--- config.mk ---
export PLATFORM = sky130hd
export DESIGN_NAME = sd_bitstream_decimator
export DESIGN_NICKNAME = d
export VERILOG_FILES = /design/src/rtl/sd_bitstream_decimator.sv
export SDC_FILE = /design/constraint.sdc
export NUM_CORES = 1
export LEC_CHECK = 0
export BUFFER_PORTS_ARGS = -buffer_cell sky130_fd_sc_hd__clkbuf_2
export CORE_UTILIZATION = 34
export CTS_CLUSTER_DIAMETER = 40
export DETAILED_ROUTE_END_ITERATION = 8
export PLACE_DENSITY = 0.48
export SLEW_MARGIN = 20
export SYNTH_ARGS = -nofsm -noshare
export SYNTH_HDL_FRONTEND = slang
export SYNTH_SLANG_ARGS = --single-unit
export TNS_END_PERCENT = 50
--- constraint.sdc ---
create_clock -name clk -period 2.22 [get_ports clk]
set_clock_uncertainty 0.05 [all_clocks]
set_input_delay 0.111 -clock clk [delete_from_list [all_inputs] [get_ports clk]]
set_output_delay 0.111 -clock clk [all_outputs]
set_load 0.005 [all_outputs]
--- src/rtl/sd_bitstream_decimator.sv ---
// sd_bitstream_decimator
//   Counts ones in the comparator bitstream over back-to-back windows of
//   2^OSR_LOG2 clocks and hands each count to a 2-entry valid/ready buffer.
//
// Ports
//   clk       : clock, all state on rising edge
//   rst_n     : async active-low reset
//   en        : level enable, accumulate while high
//   clear     : synchronous flush (everything except rst_n yields to it)
//   bit_in    : comparator bit, one per clock
//   out_data  : head-of-buffer sample (ones count, 0..W)
//   out_valid : buffer non-empty
//   out_ready : consumer handshake
//   overrun   : sticky, a finished window was dropped on a full buffer
//   busy      : state == ACCUM
module sd_bitstream_decimator #(
  parameter  int OSR_LOG2 = 6,
  localparam int OUT_W    = OSR_LOG2 + 1
) (
  input  logic             clk,
  input  logic             rst_n,
  input  logic             en,
  input  logic             clear,
  input  logic             bit_in,
  output logic [OUT_W-1:0] out_data,
  output logic             out_valid,
  input  logic             out_ready,
  output logic             overrun,
  output logic             busy
);

  typedef enum logic {IDLE, ACCUM} state_t;

  state_t              state;
  logic [OSR_LOG2-1:0] cnt;
  logic [OUT_W-1:0]    acc;
  logic [OUT_W-1:0]    sum;
  logic                win_end;

  // Window result staging: decouples the buffer from bit_in so out_data
  // never sees a combinational path from the bitstream.
  logic                push_q;
  logic [OUT_W-1:0]    result_q;

  // 2-entry buffer: head drives out_data directly.
  logic [OUT_W-1:0]    head, tail;
  logic [1:0]          occ;
  logic                pop;

  assign sum     = acc + OUT_W'(bit_in);
  assign win_end = (state == ACCUM) && en && (&cnt);
  assign pop     = out_valid && out_ready;

  assign out_data  = head;
  assign out_valid = (occ != 2'd0);
  assign busy      = (state == ACCUM);

  // Window accumulator FSM
  always_ff @(posedge clk or negedge rst_n) begin
    if (!rst_n) begin
      state    <= IDLE;
      acc      <= '0;
      cnt      <= '0;
      push_q   <= 1'b0;
      result_q <= '0;
    end else if (clear) begin
      state    <= IDLE;
      acc      <= '0;
      cnt      <= '0;
      push_q   <= 1'b0;
    end else begin
      push_q <= win_end;
      if (win_end) result_q <= sum;
      case (state)
        IDLE: begin
          // bit_in on the cycle en is first seen is not counted
          if (en) state <= ACCUM;
        end
        ACCUM: begin
          if (!en) begin
            // partial window is abandoned, nothing pushed
            state <= IDLE;
            acc   <= '0;
            cnt   <= '0;
          end else if (&cnt) begin
            acc <= '0;
            cnt <= '0;
          end else begin
            acc <= sum;
            cnt <= cnt + OSR_LOG2'(1);
          end
        end
        default: state <= IDLE;
      endcase
    end
  end

  // Output buffer
  always_ff @(posedge clk or negedge rst_n) begin
    if (!rst_n) begin
      head    <= '0;
      tail    <= '0;
      occ     <= 2'd0;
      overrun <= 1'b0;
    end else if (clear) begin
      // head keeps its value; only occupancy matters once empty
      occ     <= 2'd0;
      overrun <= 1'b0;
    end else begin
      case (occ)
        2'd0: begin
          if (push_q) begin
            head <= result_q;
            occ  <= 2'd1;
          end
        end
        2'd1: begin
          if (push_q && pop) begin
            head <= result_q;
          end else if (push_q) begin
            tail <= result_q;
            occ  <= 2'd2;
          end else if (pop) begin
            occ <= 2'd0;
          end
        end
        2'd2: begin
          if (pop) begin
            head <= tail;
            if (push_q) tail <= result_q;
            else        occ  <= 2'd1;
          end else if (push_q) begin
            // full and not draining: drop the new sample
            overrun <= 1'b1;
          end
        end
        default: occ <= 2'd0;
      endcase
    end
  end

endmodule
==> impl_metrics.py, run 1 <==
metrics = {
    "min_path": {
        "hold_path_depth": 2,
        "min_from": "clear",
        "hold_class": "in2reg",
        "whs_endpoint": "occ[0]",
    },
    "synth": {
        "synth_common_cells": "39 x dfrtp_1, 25 x mux2_2, 14 x nand2_1",
        "ys_types": 35,
        "yosys.area.top_type": "dfrtp_1",
        "synth_area_mm2": 0.00184,
        "synth_edf_count": 0,
        "yosysSeqAreaShare_pct": 53.1,
        "ys.flop_type": "dfrtp_1",
        "netlist_instances": 162,
        "syn_avg_cell_area_um2": 11.4,
        "ys_async_sr_fraction_pct": 100,
        "yosysMostFrequentCell": "dfrtp_1",
        "yosys_warnings": 0,
        "yosysTopAreaCellShare_pct": 53.1,
        "synth_seq_cells": 39,
        "syn_nets": 171,
        "synth_area_leaders": "dfrtp_1 53%, mux2_2 15%, o21ai_0 3.0%, nand2_1 2.9%, a21oi_1 2.7%",
    },
    "sta": {
        "rsz0062_at_grt": "no",
        "fin_setup_tns_ns": 0,
        "min_period_ns": 1.73,
        "post-route-period-util_pct": 77.8,
        "maxSlewHeadroom_pct": 53.8,
        "slew_violations": 0,
        "worst_slew_pin_slew_ns": 0.690,
        "setup_violations": 0,
        "final_hold_viol_count": 0,
        "max_freq_mhz": 579,
        "setup_ws_ns": 0.492,
    },
    "clock_tree": {
        "post_cts.repair.setup_buffers": 0,
        "clock-sinks": 39,
        "htree_levels": 2,
        "cts_root_buffer": "clkbuf_8",
        "clock_latency_ns": 0.28,
        "clkTransAtPathRegs_ns": 0.08,
        "numCtsBuffers": 5,
        "cts_buffer_depth": 2,
        "cts_tree": "done",
    },
    "critical_path": {
        "arrival_ns": 1.89,
        "startpoint_type": "flop",
        "critPathCaptureType": "flop",
        "reg2reg_to": "acc[6]",
        "crit_required_ns": 2.38,
        "regToRegSetupSlack_ns": 0.49,
        "path_class": "reg2reg",
        "path_max_fanout": 4,
        "r2r-start": "acc[0]",
        "r2r_cells": 6,
    },
    "power_and_ir_drop": {
        "p_seq_share_pct": 52.1,
        "pwr-share-comb_pct": 3.8,
        "cellLeakagePower_uw": 0.00105,
        "p_switching_uw": 283,
        "peakVddDrop_v": 0.000320,
        "pwr-share-clk_pct": 44.1,
        "swShare_pct": 20.5,
        "p_per_area_mw_per_mm2": 645,
        "intPower_uw": 1090,
    },
    "placed_design": {
        "routabilityCongestion": 0.898,
        "post-place-ws_ns": 0.506,
        "post-dp-hpwl_um": 2390,
        "placed_cell_area_mm2": 0.00201,
        "numPortBuffers": 15,
        "dp_cells": 246,
    },
    "floorplan": {
        "core_area_mm2": 0.00517,
        "pin_count": 16,
        "die_h_um": 75.6,
        "start_util_pct": 35.6,
        "rows": 26,
        "die_w_um": 75.6,
        "dieArea_mm2": 0.00571,
    },
    "cells_and_area": {
        "final_nets": 193,
        "area_growth_pct": 16.0,
        "multi_input_area_um2": 837,
        "seqCellArea_um2": 976,
        "drive_gt1_share_pct": 30.8,
        "fin_util_pct": 41.2,
        "filler_cell_count": 520,
        "final_area_mm2": 0.00213,
        "n_antenna_cell": 0,
        "layout.cells.non_filler": 255,
    },
    "routing": {
        "drcViolationCount": 0,
        "vias_per_cell": 4.82,
        "antenna_left": 0,
        "routed_wl_um": 3400,
        "wl_per_cell_um": 13.3,
        "drtPass1Iterations": 4,
        "dr_total_vias": 1229,
        "drtIter0Drc": 56,
    },
    "global_route": {
        "grt_pass1_vias": 1239,
        "antenna_found_initial": 0,
        "grt_max_degree": 40,
        "gr-total-overflow": 0,
        "grt_first_pass_wirelength_um": 5940,
        "grt_usage_pct": 14.2,
    },
    "job": {
        "cap_viol_max_count": 0,
    },
    "outcome": {
        "outcome": "completed",
    },
}
## metrics by stage
stage / total power [uW] / hold WS [ns]
3_5_place_dp: 784 / 0.155
4_1_cts: 1400 / 0.0257
5_1_grt: 1440 / 0.0506
3_3_place_gp: 784 / 0.147
6_report: 1380 / 0.0277
2_1_floorplan: 753 / -0.235
## worst max-delay path by stage
stage          cells past startpoint  slack, ns   start     endpoint
2_1_floorplan                      5       0.58  cnt[0]  result_q[5]
3_3_place_gp                       6       0.54  acc[0]       acc[6]
3_5_place_dp                       6       0.51  acc[0]       acc[6]
4_1_cts                            6       0.49  acc[0]       acc[6]
5_1_grt                            6       0.34  acc[0]       acc[6]
6_report                           6       0.49  acc[0]       acc[6]
## state kept, by name, summed over array words and instances, names as in the netlist
name and cells:
acc 7, out_data 7, result_q 7, tail 7, cnt 6, occ 2, busy 1, overrun 1
push_q 1
## critical path, cell delays in order, from the launching register on
cell,delay [ns]
dfrtp_1,0.39
ha_1,0.21
ha_1,0.23
and3_1,0.23
and3_1,0.22
nand2b_1,0.14
a31oi_1,0.17
## cell type report
class | instances | share of cell area (%)
repair buffers | 19 | 5.04
well taps | 70 | 4.11
clock inverters | 2 | 1.64
clock buffers | 6 | 3.87
inverters | 2 | 0.352
flip-flops and latches | 39 | 45.7
multi-input cells | 117 | 39.2
## layout by cell type (no fill, tap or decap), types with 2 or more instances in the layout
cell type | netlist | routed
a21oi_1 | 10 | 10
a22o_1 | 3 | 3
a31oi_1 | 3 | 3
and3_1 | 4 | 4
buf_4 | 0 | 3
clkbuf_2 | 0 | 15
clkbuf_8 | 0 | 6
dfrtp_1 | 39 | 39
ha_1 | 3 | 3
inv_1 | 2 | 2
mux2_2 | 25 | 25
nand2_1 | 14 | 14
nand2b_1 | 3 | 3
nand3_1 | 6 | 6
nor2_1 | 9 | 9
nor2b_1 | 2 | 2
o21ai_0 | 11 | 11
or2_2 | 2 | 2
xnor2_1 | 4 | 4
xor2_1 | 2 | 2
## cells by family (layout without fill, tap and decap cells)
kind of cell	after synthesis	after routing	synth area share [%]
AND/OR/NAND/NOR	48	48	13.7
flip-flops	39	39	53.1
AO/OA/AOI/OAI	35	35	11.6
multiplexers	25	25	15.3
XOR/XNOR	6	6	2.86
buffers and inverters	6	29	1.43
adder cells (fa/ha/maj)	3	3	2.04
## power groups by stage
stage / clock network, uW / registers, uW / logic [uW]
floorplan: 0 / 731 / 21.9
global placement: 0 / 731 / 52.7
detailed placement: 0 / 731 / 52.9
CTS: 630 / 717 / 54.6
global route: 664 / 718 / 61.3
finish: 606 / 717 / 52.6
## metal layers
metal  part of all wire [%]  global-route usage (%)  vias up
met3                    3.7                    4.37        4
li1                       -                       -      625
met1                     47                    19.1      572
met4                    1.0                    3.70        0
met5                      0                       0        -
met2                     48                    22.3       28
## repair_timing
action,4_1_cts,5_1_grt
gates resized for setup,0,0
hold endpoints to repair,39,0
setup endpoints to repair,0,0
hold buffers,1,0
Note: power is estimated with default switching activity, not from simulation.
==> run 2, diff against run 1 <==
Settings changed: ABC_AREA set to 1, PLACE_DENSITY 0.48 to 0.5.
Clock period 2.22 ns to 1.5 ns, I/O delays scaled along.
==> impl_metrics.py, run 2 <==
metrics = {
    "floorplan": {
        "start_util_pct": 35.7,
        "pin_count": 16,
        "rows": 27,
        "core_area_mm2": 0.00554,
        "die_h_um": 78.3,
        "dieArea_mm2": 0.00612,
        "die_w_um": 78.3,
    },
    "synth": {
        "synth_compound_area_share_pct": 9.49,
        "yosysTopAreaCellShare_pct": 49.4,
        "syn_nets": 242,
        "synth_top_family_by_area": "simple AND/OR/NAND/NOR gates",
        "yosys.area_share.simple_pct": 31.3,
        "synth_common_cells": "71 x nand2_1, 39 x dfrtp_1, 22 x nand3_1",
        "yosysSeqAreaShare_pct": 49.4,
        "synth_seq_cells": 39,
        "ys.flop_type": "dfrtp_1",
        "ys_types": 30,
        "netlist_instances": 233,
        "yosys.area_share.adder_pct": 1.90,
        "yosys.area.top_type": "dfrtp_1",
        "synthXorXnorAreaFrac_pct": 0.886,
        "synth_area_leaders": "dfrtp_1 49%, nand2_1 13%, nand3_1 5.6%, inv_1 3.8%, o21ai_0 3.3%",
        "ys_async_sr_fraction_pct": 100,
        "synth_area_mm2": 0.00198,
        "synth_mux_area_share_pct": 0,
        "yosysMostFrequentCell": "nand2_1",
        "yosys_warnings": 0,
        "syn_avg_cell_area_um2": 8.48,
        "synth_edf_count": 0,
    },
    "job": {
        "cap_viol_max_count": 0,
    },
    "sta": {
        "fin_setup_tns_ns": 0,
        "max_freq_mhz": 705,
        "final_hold_viol_count": 0,
        "rsz0062_at_grt": "no",
        "slew_violations": 0,
        "setup_violations": 0,
        "maxSlewHeadroom_pct": 65.8,
        "post-route-period-util_pct": 94.6,
        "min_period_ns": 1.42,
        "worst_slew_pin_slew_ns": 0.513,
    },
    "min_path": {
        "min_from": "clear",
        "whs_endpoint": "overrun",
        "hold_path_depth": 2,
        "hold_class": "in2reg",
    },
    "global_route": {
        "antenna_found_initial": 0,
        "gr-total-overflow": 0,
        "grt_usage_pct": 13.5,
        "grt_first_pass_wirelength_um": 6420,
        "grt_max_degree": 40,
        "grt_pass1_vias": 1416,
    },
    "critical_path": {
        "path_class": "reg2reg",
        "critPathBufInv": 1,
        "path_max_fanout": 5,
        "reg2reg_to": "acc[3]",
        "critPathCaptureType": "flop",
        "critical_path.top_delay_family": "simple AND/OR/NAND/NOR gates",
        "r2r-start": "cnt[1]",
        "arrival_ns": 1.54,
        "cp-startpoint": "cnt[1]",
        "regToRegSetupSlack_ns": 0.08,
        "cpMaxStageDelayCell": "dfrtp_1",
        "cpPeakStageDelay_ns": 0.37,
        "crit_required_ns": 1.62,
        "r2r_cells": 7,
        "path_cells": "ha_2 > nand3_4 > nor2_4 > nor2_2 > buf_4 > nand3_1 > o21ai_0",
        "startpoint_type": "flop",
    },
    "routing": {
        "antenna_left": 0,
        "routed_wl_um": 3780,
        "dr_total_vias": 1520,
        "vias_per_cell": 4.56,
        "wl_per_cell_um": 11.4,
        "drtPass1Iterations": 6,
        "drtIter0Drc": 64,
        "drcViolationCount": 0,
    },
    "clock_tree": {
        "numCtsBuffers": 5,
        "htree_levels": 2,
        "clkTransAtPathRegs_ns": 0.08,
        "clock_latency_ns": 0.29,
        "clock-sinks": 39,
        "cts_tree": "done",
        "cts_root_buffer": "clkbuf_8",
        "cts_buffer_depth": 2,
    },
    "cells_and_area": {
        "drive_gt1_share_pct": 24.9,
        "final_common_cell": "nand2_1",
        "n_antenna_cell": 0,
        "area_growth_pct": 15.8,
        "final_nets": 269,
        "final_cell_mix": "71 x nand2_1, 39 x dfrtp_1, 22 x nand3_1",
    },
    "placed_design": {
        "numPortBuffers": 15,
        "post-dp-hpwl_um": 2550,
        "routabilityCongestion": 0.762,
    },
    "outcome": {
        "outcome": "completed",
    },
    "power_and_ir_drop": {
        "cellLeakagePower_uw": 0.00117,
        "p_per_area_mw_per_mm2": 862,
        "peakVddDrop_v": 0.000464,
        "finalPower_uw": 1970,
    },
}
-- run 2: changes by cell type after synthesis, moves of 4 or more --
cell / previous run / this run
nand2_1: 14 / 71
mux2_2: 25 / 0
inv_1: 2 / 20
nand3_1: 6 / 22
a21oi_1: 10 / 2
o21ai_2: 0 / 7
nand2_2: 0 / 5
nand2_4: 0 / 5
nor2_1: 9 / 14
inv_2: 0 / 4
-- run 2: layer usage --
layer	GRT usage, %	share of wire (%)	up-vias
met5	0	0	-
met4	6.11	1.8	0
li1	-	-	799
met2	20.6	43	23
met3	3.72	3.3	9
met1	17.8	52	689
-- run 2: kinds of logic (layout without fill, tap and decap cells) --
family | count (synthesis) | after routing
simple gates | 130 | 130
flops | 39 | 39
compound gates | 30 | 30
buf+inv | 29 | 57
fa+ha+maj | 3 | 3
xor+xnor | 2 | 2
-- run 2: power by group --
group	leakage (uW)	internal, uW	switching [uW]
combinational	0.000623	67.1	88.2
clock	0.0000402	324	400
sequential	0.000505	1080	17.6
-- run 2: worst max path at each step --
stage                              to  slack [ns]  cells past startpoint
after CTS                 result_q[6]        0.06                      9
after global placement         acc[6]        0.11                      9
after global routing           acc[3]       0.008                      7
after detailed placement  result_q[6]        0.07                      9
after floorplan                acc[4]        0.18                      8
final                          acc[3]        0.08                      7
-- run 2: through the flow --
step | cells | cell area [um2] | worst slack, ns | util (%) | hold slack [ns]
finish | 333 | 2290 | 0.0817 | 41.3 | 0.0796
detailed placement | 321 | 2140 | 0.0675 | 38.6 | 0.124
global route | 333 | 2290 | 0.00814 | 41.3 | 0.111
global placement | 321 | 2140 | 0.113 | 38.6 | 0.123
CTS | 331 | 2250 | 0.0590 | 40.5 | 0.0905
floorplan | 233 | 1980 | 0.181 | - | -0.271
-- run 2: cell type report --
cell class | count | area (um2)
sequential | 39 | 976
clock buffer | 5 | 68.8
fill | 579 | 3250
multi-input combinational | 165 | 890
clock inverter | 3 | 20.0
tap | 72 | 90.1
timing repair buffer | 24 | 148
inverter | 25 | 96.3
-- run 2: repair_timing --
action | CTS | global route
hold buffers | 2 | 0
hold endpoints to repair | 40 | 0
gates resized for setup | 0 | 6
endpoints found under the setup margin | 0 | 4
buffers inserted | 0 | 2
==> run 3, diff against run 2 <==
Settings changed: CORE_UTILIZATION 34 to 51, PLACE_DENSITY 0.5 to 0.7.
==> impl_metrics.py, run 3 (synthesis gave the netlist of run 2 again) <==
metrics = {
    "sta": {
        "setup_violations": 0,
        "rsz0062_at_grt": "yes",
        "final_hold_viol_count": 0,
        "slew_violations": 0,
        "min_period_ns": 1.40,
        "post-route-period-util_pct": 93.4,
        "max_freq_mhz": 714,
        "setup_ws_ns": 0.0986,
        "maxSlewHeadroom_pct": 67.5,
        "worst_slew_pin_slew_ns": 0.487,
    },
    "floorplan": {
        "die_h_um": 64.3,
        "start_util_pct": 53.6,
        "pin_count": 16,
        "core_area_mm2": 0.00369,
        "rows": 22,
        "die_w_um": 64.3,
        "dieArea_mm2": 0.00413,
    },
    "clock_tree": {
        "clock_latency_ns": 0.29,
        "clkTransAtPathRegs_ns": 0.07,
        "cts_root_buffer": "clkbuf_8",
        "htree_levels": 2,
        "clock-sinks": 39,
        "cts_buffer_depth": 2,
        "numCtsBuffers": 5,
        "cts_tree": "done",
    },
    "job": {
        "cap_viol_max_count": 0,
    },
    "cells_and_area": {
        "filler_cell_count": 323,
        "final_cell_mix": "69 x nand2_1, 39 x dfrtp_1, 22 x nand3_1",
        "area_growth_pct": 14.8,
        "final_common_cell": "nand2_1",
        "n_antenna_cell": 0,
        "drive_gt1_share_pct": 25.1,
        "final_nets": 267,
        "layout.cells.non_filler": 307,
    },
    "power_and_ir_drop": {
        "p_switching_uw": 478,
        "intPower_uw": 1470,
        "pwr-share-comb_pct": 8.1,
        "p_per_area_mw_per_mm2": 860,
        "swShare_pct": 24.5,
        "p_seq_share_pct": 56.4,
        "cellLeakagePower_uw": 0.00116,
        "pwr-share-clk_pct": 35.5,
        "peakVddDrop_v": 0.000520,
    },
    "critical_path": {
        "crit_required_ns": 1.64,
        "path_max_fanout": 3,
        "r2r_cells": 9,
        "cpPeakStageDelay_ns": 0.40,
        "startpoint_type": "flop",
        "cpMostUsedCell": "nand2_1",
        "regToRegSetupSlack_ns": 0.1,
        "reg2reg_to": "acc[6]",
        "path_cells": "ha_4 > ha_4 > nand2_1 > nor2_2 > nand3_1 > nand2_1 > nand2_2 > nand2_1 > nand2_1",
        "crit_path_end": "acc[6]",
        "path_depth": 9,
        "critical_path.top_delay_family": "simple AND/OR/NAND/NOR gates",
        "cpMaxStageDelayCell": "dfrtp_1",
        "cp-startpoint": "acc[0]",
        "critPathCaptureType": "flop",
        "critPathBufInv": 0,
        "path_class": "reg2reg",
        "r2r-start": "acc[0]",
        "arrival_ns": 1.54,
    },
    "global_route": {
        "grt_max_degree": 40,
        "antenna_found_initial": 0,
        "gr-total-overflow": 0,
        "grt_first_pass_wirelength_um": 6200,
        "grt_usage_pct": 19.5,
        "grt_pass1_vias": 1454,
    },
    "placed_design": {
        "post-dp-hpwl_um": 2380,
        "dp_cells": 295,
        "post-place-ws_ns": 0.0453,
        "routabilityCongestion": 0.826,
        "numPortBuffers": 15,
    },
    "min_path": {
        "min_from": "clear",
        "hold_class": "in2reg",
    },
    "routing": {
        "dr_total_vias": 1499,
        "routed_wl_um": 3440,
        "drcViolationCount": 0,
        "drtPass1Iterations": 4,
        "antenna_left": 0,
        "vias_per_cell": 4.88,
        "wl_per_cell_um": 11.2,
        "drtIter0Drc": 112,
    },
    "outcome": {
        "outcome": "completed",
    },
}
[run 3: cell count changes in the layout (fill, tap and decap cells not counted), moves of 2 or more]
| cell | before | now |
|---|---|---|
| buf_4 | 7 | 5 |
| ha_2 | 2 | 0 |
| ha_4 | 1 | 3 |
| nand2_1 | 71 | 69 |
[run 3: repair_timing]
action / in CTS / in global routing
hold buffers: 2 / 0
setup endpoints to repair: 0 / 9
gates resized for setup: 0 / 13
hold endpoints to repair: 40 / 0
setup buffers: 0 / 2
[run 3: power groups by stage]
stage | sequential, uW | combinational, uW | clock, uW
2_1_floorplan | 1120 | 60.0 | 0
3_3_place_gp | 1120 | 120 | 0
3_5_place_dp | 1120 | 120 | 0
4_1_cts | 1100 | 125 | 715
5_1_grt | 1100 | 182 | 740
6_report | 1100 | 158 | 693
[run 3: cell type report]
type                    instances  area (um2)  area share (%)
flip-flops and latches         39         976            43.0
inverters                      25        96.3            4.24
multi-input cells             165         920            40.5
well taps                      48        60.1            2.65
clock inverters                 2        12.5           0.551
repair buffers                 22         133            5.84
clock buffers                   6        72.6            3.20
[run 3: worst min path at each step]
stage,depth (start not counted),endpoint
finish,2,overrun
global route,2,overrun
CTS,2,overrun
detailed placement,2,occ[1]
global placement,2,occ[1]
floorplan,0,acc[0]
[run 3: stage by stage]
stage                     TNS [ns]  util, %  instance area (um2)  total power (uW)  hold slack [ns]
after CTS                        0     59.6                 2200              1940           0.0735
after floorplan                  0        -                 1980              1180           -0.271
after detailed placement         0     56.7                 2090              1240            0.107
after global placement           0     56.7                 2090              1240            0.110
after global routing       -0.0500     61.5                 2270              2020            0.106
final                            0     61.5                 2270              1950           0.0687
[run 3: worst reg2reg max path, delay by kind of cell, from the launching register on]
family	cells	cell delay [ns]
fa+ha+maj	2	0.30
flops	1	0.40
simple gates	7	0.54
[run 3: layer usage]
metal / routed length (um) / track usage, % / vias to the layer above
li1: - / - / 795
met1: 1680 / 23.2 / 680
met2: 1620 / 33.3 / 18
met3: 81 / 4.29 / 6
met4: 65 / 9.17 / 0
met5: 0 / 0 / -
